--- config.mk ---
export PLATFORM = sky130hd
export DESIGN_NAME = ternary_matmul_array
export DESIGN_NICKNAME = d
export VERILOG_FILES = /design/src/rtl/ternary_pkg.sv /design/src/rtl/ternary_pe.sv /design/src/rtl/ternary_matmul_array.sv
export SDC_FILE = /design/constraint.sdc
export NUM_CORES = 2
export LEC_CHECK = 0
export ABC_CLOCK_PERIOD_IN_PS = 8000
export CAP_MARGIN = 20
export CELL_PAD_IN_SITES_DETAIL_PLACEMENT = 1
export CELL_PAD_IN_SITES_GLOBAL_PLACEMENT = 1
export CORE_ASPECT_RATIO = 0.9
export CORE_MARGIN = 1
export CORE_UTILIZATION = 48
export DETAILED_ROUTE_END_ITERATION = 10
export MAX_ROUTING_LAYER = met4
export PLACE_DENSITY_LB_ADDON = 0.1
export SETUP_SLACK_MARGIN = 0.02
export SLEW_MARGIN = 30
export SYNTH_ARGS = -nofsm -noshare
export SYNTH_HDL_FRONTEND = slang
export SYNTH_SLANG_ARGS = --single-unit
--- constraint.sdc ---
create_clock -name clk -period 8 [get_ports clk]
set_clock_uncertainty 0.1 [all_clocks]
set_input_delay 2.4 -clock clk [delete_from_list [all_inputs] [get_ports clk]]
set_output_delay 2.4 -clock clk [all_outputs]
set_load 0.02 [all_outputs]
--- src/rtl/ternary_pkg.sv ---
// Shared definitions for the ternary matrix-multiply array: weight
// encodings, the weight decoder and the readout state type.
package ternary_pkg;

   localparam int ACT_W = 8;
   localparam int OUT_W = 8;

   localparam logic [1:0] T_ZERO = 2'b00;
   localparam logic [1:0] T_POS  = 2'b01;
   localparam logic [1:0] T_NEG  = 2'b10;

   // zero: weight contributes nothing; sign: weight is -1 (subtract)
   typedef struct packed {
      logic zero;
      logic sign;
   } tdec_t;

   typedef enum logic {
      RD_IDLE   = 1'b0,
      RD_ACTIVE = 1'b1
   } rd_state_t;

   // Both 10 and 11 decode to -1; only 00 is a zero weight.
   function automatic tdec_t t_decode(input logic [1:0] code);
      tdec_t d;
      d.zero = (code == T_ZERO);
      d.sign = (code == T_NEG) || (code == 2'b11);
      return d;
   endfunction

endpackage

--- src/rtl/ternary_pe.sv ---
// One processing element: a signed wrapping accumulator that adds,
// subtracts or ignores a sign-extended activation according to a
// ternary weight. acc_next exposes the value the register will take so
// a snapshot can include a MAC happening in the same cycle.
module ternary_pe
   import ternary_pkg::*;
#(
   parameter int ACC_W = 17
) (
   input  logic             clk,
   input  logic             rst_n,
   input  logic             mac_en,
   input  logic             clr,
   input  logic [1:0]       w,
   input  logic [ACT_W-1:0] act,
   output logic [ACC_W-1:0] acc_next
);

   logic [ACC_W-1:0] acc_r;
   logic [ACC_W-1:0] term_s;
   tdec_t            dec_s;

   // Sign-extend the activation and pick add, subtract or hold.
   always_comb begin
      dec_s  = t_decode(w);
      term_s = {{(ACC_W-ACT_W){act[ACT_W-1]}}, act};
      if (mac_en && !dec_s.zero) begin
         if (dec_s.sign) begin
            acc_next = acc_r - term_s;
         end else begin
            acc_next = acc_r + term_s;
         end
      end else begin
         acc_next = acc_r;
      end
   end

   // Accumulator register; a flush clears it even if a MAC is pending.
   always_ff @(posedge clk or negedge rst_n) begin
      if (!rst_n) begin
         acc_r <= {ACC_W{1'b0}};
      end else if (clr) begin
         acc_r <= {ACC_W{1'b0}};
      end else begin
         acc_r <= acc_next;
      end
   end

endmodule

--- src/rtl/ternary_matmul_array.sv ---
// Ternary matrix-multiply array. Input beats fill a staging area one
// slice at a time; the last slice of a group commits everything to the
// operand registers and triggers one parallel MAC across all cells.
// A flush snapshots the accumulators into a readout queue, clears them
// and streams the post-processed words out under valid/ready.
module ternary_matmul_array
   import ternary_pkg::*;
#(
   parameter int LANES = 4,
   parameter int SLICES = 2,
   parameter int ACC_W = 17
) (
   input  logic               clk,
   input  logic               rst_n,
   input  logic               in_valid,
   input  logic [2*LANES-1:0] in_weights,
   input  logic [ACT_W-1:0]   in_act,
   input  logic               flush,
   input  logic [2:0]         cfg_shift,
   input  logic               cfg_relu,
   output logic               out_valid,
   input  logic               out_ready,
   output logic [OUT_W-1:0]   out_data,
   output logic               out_last
);

   localparam int ROWS  = LANES * SLICES;
   localparam int COLS  = SLICES;
   localparam int CELLS = ROWS * COLS;
   localparam int SC_W  = (SLICES > 1) ? $clog2(SLICES) : 1;
   localparam int IDX_W = (CELLS > 1) ? $clog2(CELLS) : 1;

   // ------------------------------------------------------------------
   // Input staging
   // ------------------------------------------------------------------
   logic [SC_W-1:0]  slice_cnt_r;
   logic             beat_s;
   logic             last_slice_s;
   logic             commit_s;

   logic [1:0]       stg_w_r      [ROWS];
   logic [ACT_W-1:0] stg_a_r      [COLS];
   logic [1:0]       stg_w_next_s [ROWS];
   logic [ACT_W-1:0] stg_a_next_s [COLS];

   logic [1:0]       op_w_r [ROWS];
   logic [ACT_W-1:0] op_a_r [COLS];
   logic             mac_pending_r;

   // A beat colliding with flush is dropped entirely.
   always_comb begin
      beat_s       = in_valid && !flush;
      last_slice_s = (slice_cnt_r == SC_W'(SLICES - 1));
      commit_s     = beat_s && last_slice_s;
   end

   // Merge the current beat into the staging image so a commit sees it.
   always_comb begin
      for (int r = 0; r < ROWS; r++) begin
         if (beat_s && (SC_W'(r / LANES) == slice_cnt_r)) begin
            stg_w_next_s[r] = in_weights[2*(r % LANES) +: 2];
         end else begin
            stg_w_next_s[r] = stg_w_r[r];
         end
      end
      for (int c = 0; c < COLS; c++) begin
         if (beat_s && (SC_W'(c) == slice_cnt_r)) begin
            stg_a_next_s[c] = in_act;
         end else begin
            stg_a_next_s[c] = stg_a_r[c];
         end
      end
   end

   // Slice counter: advances per accepted beat, wraps per group, cleared by flush.
   always_ff @(posedge clk or negedge rst_n) begin
      if (!rst_n) begin
         slice_cnt_r <= {SC_W{1'b0}};
      end else if (flush) begin
         slice_cnt_r <= {SC_W{1'b0}};
      end else if (beat_s) begin
         if (last_slice_s) begin
            slice_cnt_r <= {SC_W{1'b0}};
         end else begin
            slice_cnt_r <= slice_cnt_r + SC_W'(1);
         end
      end else begin
         slice_cnt_r <= slice_cnt_r;
      end
   end

   // Staging registers hold partial groups; flush deliberately leaves them alone.
   always_ff @(posedge clk or negedge rst_n) begin
      if (!rst_n) begin
         for (int r = 0; r < ROWS; r++) stg_w_r[r] <= 2'b00;
         for (int c = 0; c < COLS; c++) stg_a_r[c] <= {ACT_W{1'b0}};
      end else begin
         stg_w_r <= stg_w_next_s;
         stg_a_r <= stg_a_next_s;
      end
   end

   // Operand registers load a complete group and arm the MAC for the next cycle.
   always_ff @(posedge clk or negedge rst_n) begin
      if (!rst_n) begin
         for (int r = 0; r < ROWS; r++) op_w_r[r] <= 2'b00;
         for (int c = 0; c < COLS; c++) op_a_r[c] <= {ACT_W{1'b0}};
         mac_pending_r <= 1'b0;
      end else begin
         if (commit_s) begin
            op_w_r <= stg_w_next_s;
            op_a_r <= stg_a_next_s;
         end else begin
            op_w_r <= op_w_r;
            op_a_r <= op_a_r;
         end
         mac_pending_r <= commit_s;
      end
   end

   // ------------------------------------------------------------------
   // Processing-element grid
   // ------------------------------------------------------------------
   logic [ACC_W-1:0] acc_next_s [CELLS];

   for (genvar gr = 0; gr < ROWS; gr++) begin : g_row
      for (genvar gc = 0; gc < COLS; gc++) begin : g_col
         ternary_pe #(
            .ACC_W (ACC_W)
         ) u_pe (
            .clk      (clk),
            .rst_n    (rst_n),
            .mac_en   (mac_pending_r),
            .clr      (flush),
            .w        (op_w_r[gr]),
            .act      (op_a_r[gc]),
            .acc_next (acc_next_s[gr*COLS + gc])
         );
      end
   end

   // ------------------------------------------------------------------
   // Snapshot queue and readout
   // ------------------------------------------------------------------
   logic [ACC_W-1:0] q_r [CELLS];
   logic [IDX_W-1:0] rd_idx_r;
   rd_state_t        rd_state_r;
   logic             out_valid_r;
   logic             out_last_r;

   // Snapshot captures acc_next so a MAC in the flush cycle is included.
   always_ff @(posedge clk or negedge rst_n) begin
      if (!rst_n) begin
         for (int i = 0; i < CELLS; i++) q_r[i] <= {ACC_W{1'b0}};
      end else if (flush) begin
         q_r <= acc_next_s;
      end else begin
         q_r <= q_r;
      end
   end

   // Readout FSM: flush (re)starts at word 0; the final accepted word ends it.
   always_ff @(posedge clk or negedge rst_n) begin
      if (!rst_n) begin
         rd_state_r  <= RD_IDLE;
         rd_idx_r    <= {IDX_W{1'b0}};
         out_valid_r <= 1'b0;
         out_last_r  <= 1'b0;
      end else if (flush) begin
         rd_state_r  <= RD_ACTIVE;
         rd_idx_r    <= {IDX_W{1'b0}};
         out_valid_r <= 1'b1;
         out_last_r  <= (CELLS == 1);
      end else begin
         case (rd_state_r)
            RD_ACTIVE: begin
               if (out_ready) begin
                  if (rd_idx_r == IDX_W'(CELLS - 1)) begin
                     rd_state_r  <= RD_IDLE;
                     rd_idx_r    <= {IDX_W{1'b0}};
                     out_valid_r <= 1'b0;
                     out_last_r  <= 1'b0;
                  end else begin
                     rd_state_r  <= RD_ACTIVE;
                     rd_idx_r    <= rd_idx_r + IDX_W'(1);
                     out_valid_r <= 1'b1;
                     out_last_r  <= ((rd_idx_r + IDX_W'(1)) == IDX_W'(CELLS - 1));
                  end
               end else begin
                  rd_state_r  <= rd_state_r;
                  rd_idx_r    <= rd_idx_r;
                  out_valid_r <= out_valid_r;
                  out_last_r  <= out_last_r;
               end
            end
            RD_IDLE: begin
               rd_state_r  <= RD_IDLE;
               rd_idx_r    <= rd_idx_r;
               out_valid_r <= 1'b0;
               out_last_r  <= 1'b0;
            end
            default: begin
               rd_state_r  <= RD_IDLE;
               rd_idx_r    <= {IDX_W{1'b0}};
               out_valid_r <= 1'b0;
               out_last_r  <= 1'b0;
            end
         endcase
      end
   end

   // ------------------------------------------------------------------
   // Output post-processing: shift, optional ReLU, saturate to 8 bits
   // ------------------------------------------------------------------
   logic [ACC_W-1:0] sel_s;
   logic [ACC_W-1:0] shf_s;
   logic [ACC_W-1:0] rel_s;
   logic [OUT_W-1:0] sat_s;
   logic             fits_s;

   // Post-processing follows the live cfg inputs, so the word is combinational.
   always_comb begin
      sel_s = q_r[rd_idx_r];
      shf_s = ACC_W'($signed(sel_s) >>> cfg_shift);
      if (cfg_relu && shf_s[ACC_W-1]) begin
         rel_s = {ACC_W{1'b0}};
      end else begin
         rel_s = shf_s;
      end
      // In range exactly when every bit above the output sign bit matches it.
      fits_s = (&rel_s[ACC_W-1:OUT_W-1]) || !(|rel_s[ACC_W-1:OUT_W-1]);
      if (fits_s) begin
         sat_s = rel_s[OUT_W-1:0];
      end else if (rel_s[ACC_W-1]) begin
         sat_s = {1'b1, {(OUT_W-1){1'b0}}};
      end else begin
         sat_s = {1'b0, {(OUT_W-1){1'b1}}};
      end
   end

   assign out_valid = out_valid_r;
   assign out_last  = out_last_r;
   assign out_data  = sat_s;

endmodule

==> impl_metrics.yaml <==
status:
  status: "completed"
setup_path:
  worstPathCellList: "dlymetal6s2s_1 > inv_2 > mux2_2 > mux4_2 > or2_2 > o211ai_1 > or4b_1 > buf_4 > o31ai_4 > buf_4 > a21oi_1 > dlygate4sd2_1"
  startpoint: "cfg_shift[0]"
  critPathRequiredTime_ps: 5500
  worstSetupEndpointType: "output port"
  critPathSlowestCell: "mux4_2"
  reg2reg_slack_ps: 1740
  reg2reg_from: "op_a_r[0]$_DFFE_PN0P_"
  cp_max_fo: 5
  critPathLaunchType: "input pin"
  cp_num_buf_inv: 5
  crit_top_cell: "buf_4"
  critical_path_arrival_ps: 5170
  critical_path_class: "input pin to output port"
  cp_top_family: "buffers and inverters"
  max_stage_delay_ps: 490
  reg2reg_depth: 19
  worstReg2RegEnd: "q_r[151]$_DFFE_PN0P_"
sta:
  layout_min_cycle_time_ps: 7670
  fmax_mhz: 130
  relSlewSlack_pct: 24.5
  drv_slew: 0
  setup_viol: 0
  min_period_over_period_pct: 95.9
  holdWs_ps: 372
  worst_slew_pin_slew_ps: 1120
  rsz0062_at_grt: "no"
  hold_violations: 0
synthesis:
  ys_types: 69
  synth_top_area_share_pct: 37.9
  syn_avg_cell_area_um2: 8.89
  synth_edf_count: 0
  synth.cell_area_um2: 39700
  syn-instance-count: 4469
  synth_seq_area_share_pct: 37.9
  synth_seq_cells: 601
  yosys_most_used_dff: "dfrtp_1"
  synth-warning-count: 0
  yosysTopAreaCell: "dfrtp_1"
  syn-num-nets: 4774
  async_flop_share_pct: 100
  synthTopCellsByArea: "dfrtp_1 (38%), ha_1 (8.3%), nor2_1 (7.8%), a21oi_1 (7.5%), mux4_2 (3.9%)"
detailed_routing:
  via_per_inst: 6.07
  drtIter0Drc: 2736
  dr.pass1.iters: 5
  vias: 33600
  drtAntennaViolNets: 0
  drc: 0
  drt-wirelength-per-cell_um: 23.5
  totalWireLength_um: 130000
layout:
  multi_input_area_um2: 23400
  nNetsFinal: 4715
  final_util_pct: 53.8
  fill_cells: 9367
  drive_gt1_share_pct: 8.68
  area_growth_pct: 10.4
  regArea_um2: 15100
floorplanning:
  die_area_um2: 83900
  core_um2: 81500
  num_io_pins: 35
  rows: 99
  die_w_um: 305
  start_util_pct: 48.7
  dieHeight_um: 275
clock_network:
  clk_latency_ps: 650
  tritoncts: "yes"
  cts_root_buffer: "clkbuf_16"
  path_clk_slew_ps: 60
  cts.sinks: 601
  ctsHtreeMaxLevel: 3
  clockBufferDepth: 3
  hold_buffers: 0
  cts-buffers-inserted: 73
hold_path:
  hold_path.class: "register to register"
  hold_start: "stg_a_r[14]$_DFF_PN0_"
  min_to: "op_a_r[14]$_DFFE_PN0P_"
  hold-path-cell-count: 2
grt:
  grt_pass1_vias: 33600
  grt_usage_pct: 32.1
  overflow: 0
  grt_max_degree: 214
  grt_pass1_wl_um: 202000
  antenna_found_initial: 2
pwr:
  power_w: 0.0132
  leakage_nw: 19.8
  ir_worst_vdd_mv: 0.238
  p_per_area_nw_per_um2: 302
flow_run:
  maxCapViolCount: 0
place:
  dp.final_hpwl_um: 92500
  globalplace.congestion: 0.929
  port_buffers: 34
==> worst min-delay path, cell delays in order, from the launching register on <==
cell,delay [ps]
dfrtp_1,340
nand2_1,50
nand2_1,50
==> cell type report <==
class	count	area share, %
inverters	117	1.00
well taps	1060	3.03
repair buffers	122	2.55
flip-flops and latches	601	34.4
diodes	1	0.00571
clock buffers	107	4.95
clock inverters	27	0.768
multi-input cells	3495	53.3
==> kinds of logic after synthesis <==
kind of cell,after synthesis,share of synthesized area [%]
compound gates,1102,16.2
simple gates,1570,17.4
fa+ha+maj,280,9.12
mux,288,10.2
xor+xnor,255,5.62
flops,601,37.9
buf+inv,373,3.64
==> synthesized netlist by cell type, types with 7 or more instances <==
cell type,count
mux4_2,68
o311ai_0,16
buf_2,8
buf_1,38
mux2i_1,148
clkbuf_1,204
nor2b_1,43
o31a_1,12
nand2b_1,45
nand2_1,279
or3_1,37
nor3b_1,15
nand4_1,14
o211ai_1,16
a31oi_1,29
xor2_1,91
o21a_1,46
o21ai_0,179
o41ai_1,7
ha_1,264
a21oi_1,592
a31o_2,10
and4_1,7
a21o_1,54
and2_1,19
and3_1,19
o31ai_1,15
a211oi_1,54
a211o_1,7
o21bai_1,9
fa_1,16
mux2_2,58
a21boi_0,10
mux4_1,14
dfrtp_1,601
or2_2,8
inv_1,116
nand3b_1,22
nor3_1,134
nand3_1,86
nor2_1,822
xnor2_1,164
==> power by group <==
part / switching (W) / internal [W]
combinational: 0.00365 / 0.00235
clock: 0.00143 / 0.00209
sequential: 0.000398 / 0.00332
==> per-layer routing <==
metal / GRT usage, % / vias up / wire [µm]
li1: - / 15700 / -
met1: 48.3 / 17000 / 65100
met2: 45.7 / 795 / 55100
met3: 3.87 / 157 / 6870
met4: 8.04 / 0 / 3050
met5: - / - / 0
==> state kept, by name, indices dropped and copies added, names as in the netlist <==
| name | count |
|---|---|
| last_slice_s | 1 |
| op_w_r | 16 |
| rd_state_r | 1 |
| mac_pending_r | 1 |
| rd_idx_r | 4 |
| q_r | 272 |
| stg_a_r | 8 |
| op_a_r | 16 |
| stg_w_r | 8 |
| out_valid | 1 |
| g_row.g_col.u_pe.acc_r | 272 |
| out_last | 1 |
==> repair_timing <==
item                       CTS  global route
pin swaps                    2             0
setup endpoints to repair    7             7
buffers inserted             1             0
resized for setup           15             4
==> through the flow <==
stage / std cells / cell area (µm²) / setup TNS [ps] / worst slack (ps)
floorplan: 4469 / 39700 / 0 / 984
global placement: 5394 / 41300 / -2020 / -515
detailed placement: 5394 / 41300 / -2220 / -506
CTS: 5529 / 43800 / 0 / 33.7
global route: 5529 / 43800 / 0 / 285
finish: 5530 / 43800 / 0 / 328
==> layout by cell type, fill, tap and decap left out, types with 14 or more instances in the layout <==
| master | count |
|---|---|
| mux4_2 | 68 |
| dfrtp_1 | 587 |
| nor3b_1 | 14 |
| nor2_1 | 822 |
| clkbuf_8 | 15 |
| or3_1 | 37 |
| nand2b_1 | 45 |
| mux2i_1 | 148 |
| nand3_1 | 86 |
| a21oi_1 | 588 |
| o311ai_0 | 16 |
| mux4_1 | 14 |
| clkbuf_16 | 76 |
| o31ai_1 | 15 |
| a31oi_1 | 29 |
| o21a_1 | 46 |
| mux2_2 | 58 |
| buf_4 | 80 |
| a21o_1 | 54 |
| nand4_1 | 14 |
| nor2b_1 | 42 |
| nand3b_1 | 22 |
| and3_1 | 19 |
| clkdlybuf4s50_1 | 24 |
| clkinv_2 | 15 |
| xnor2_1 | 164 |
| ha_1 | 264 |
| a211oi_1 | 54 |
| nand2_1 | 279 |
| o21ai_0 | 174 |
| and2_1 | 19 |
| nor3_1 | 133 |
| xor2_1 | 91 |
| fa_1 | 16 |
| inv_1 | 116 |
| o211ai_1 | 16 |
| clkbuf_1 | 16 |
==> worst max-delay path by stage <==
stage,endpoint,slack [ps],depth (start not counted)
after floorplan,out_data[0],980,9
after global placement,out_data[0],-520,11
after detailed placement,out_data[0],-510,11
after CTS,out_data[4],30,13
after global routing,out_data[4],280,13
final,out_data[2],330,12
No activity file was read; power rests on OpenSTA's default activity.
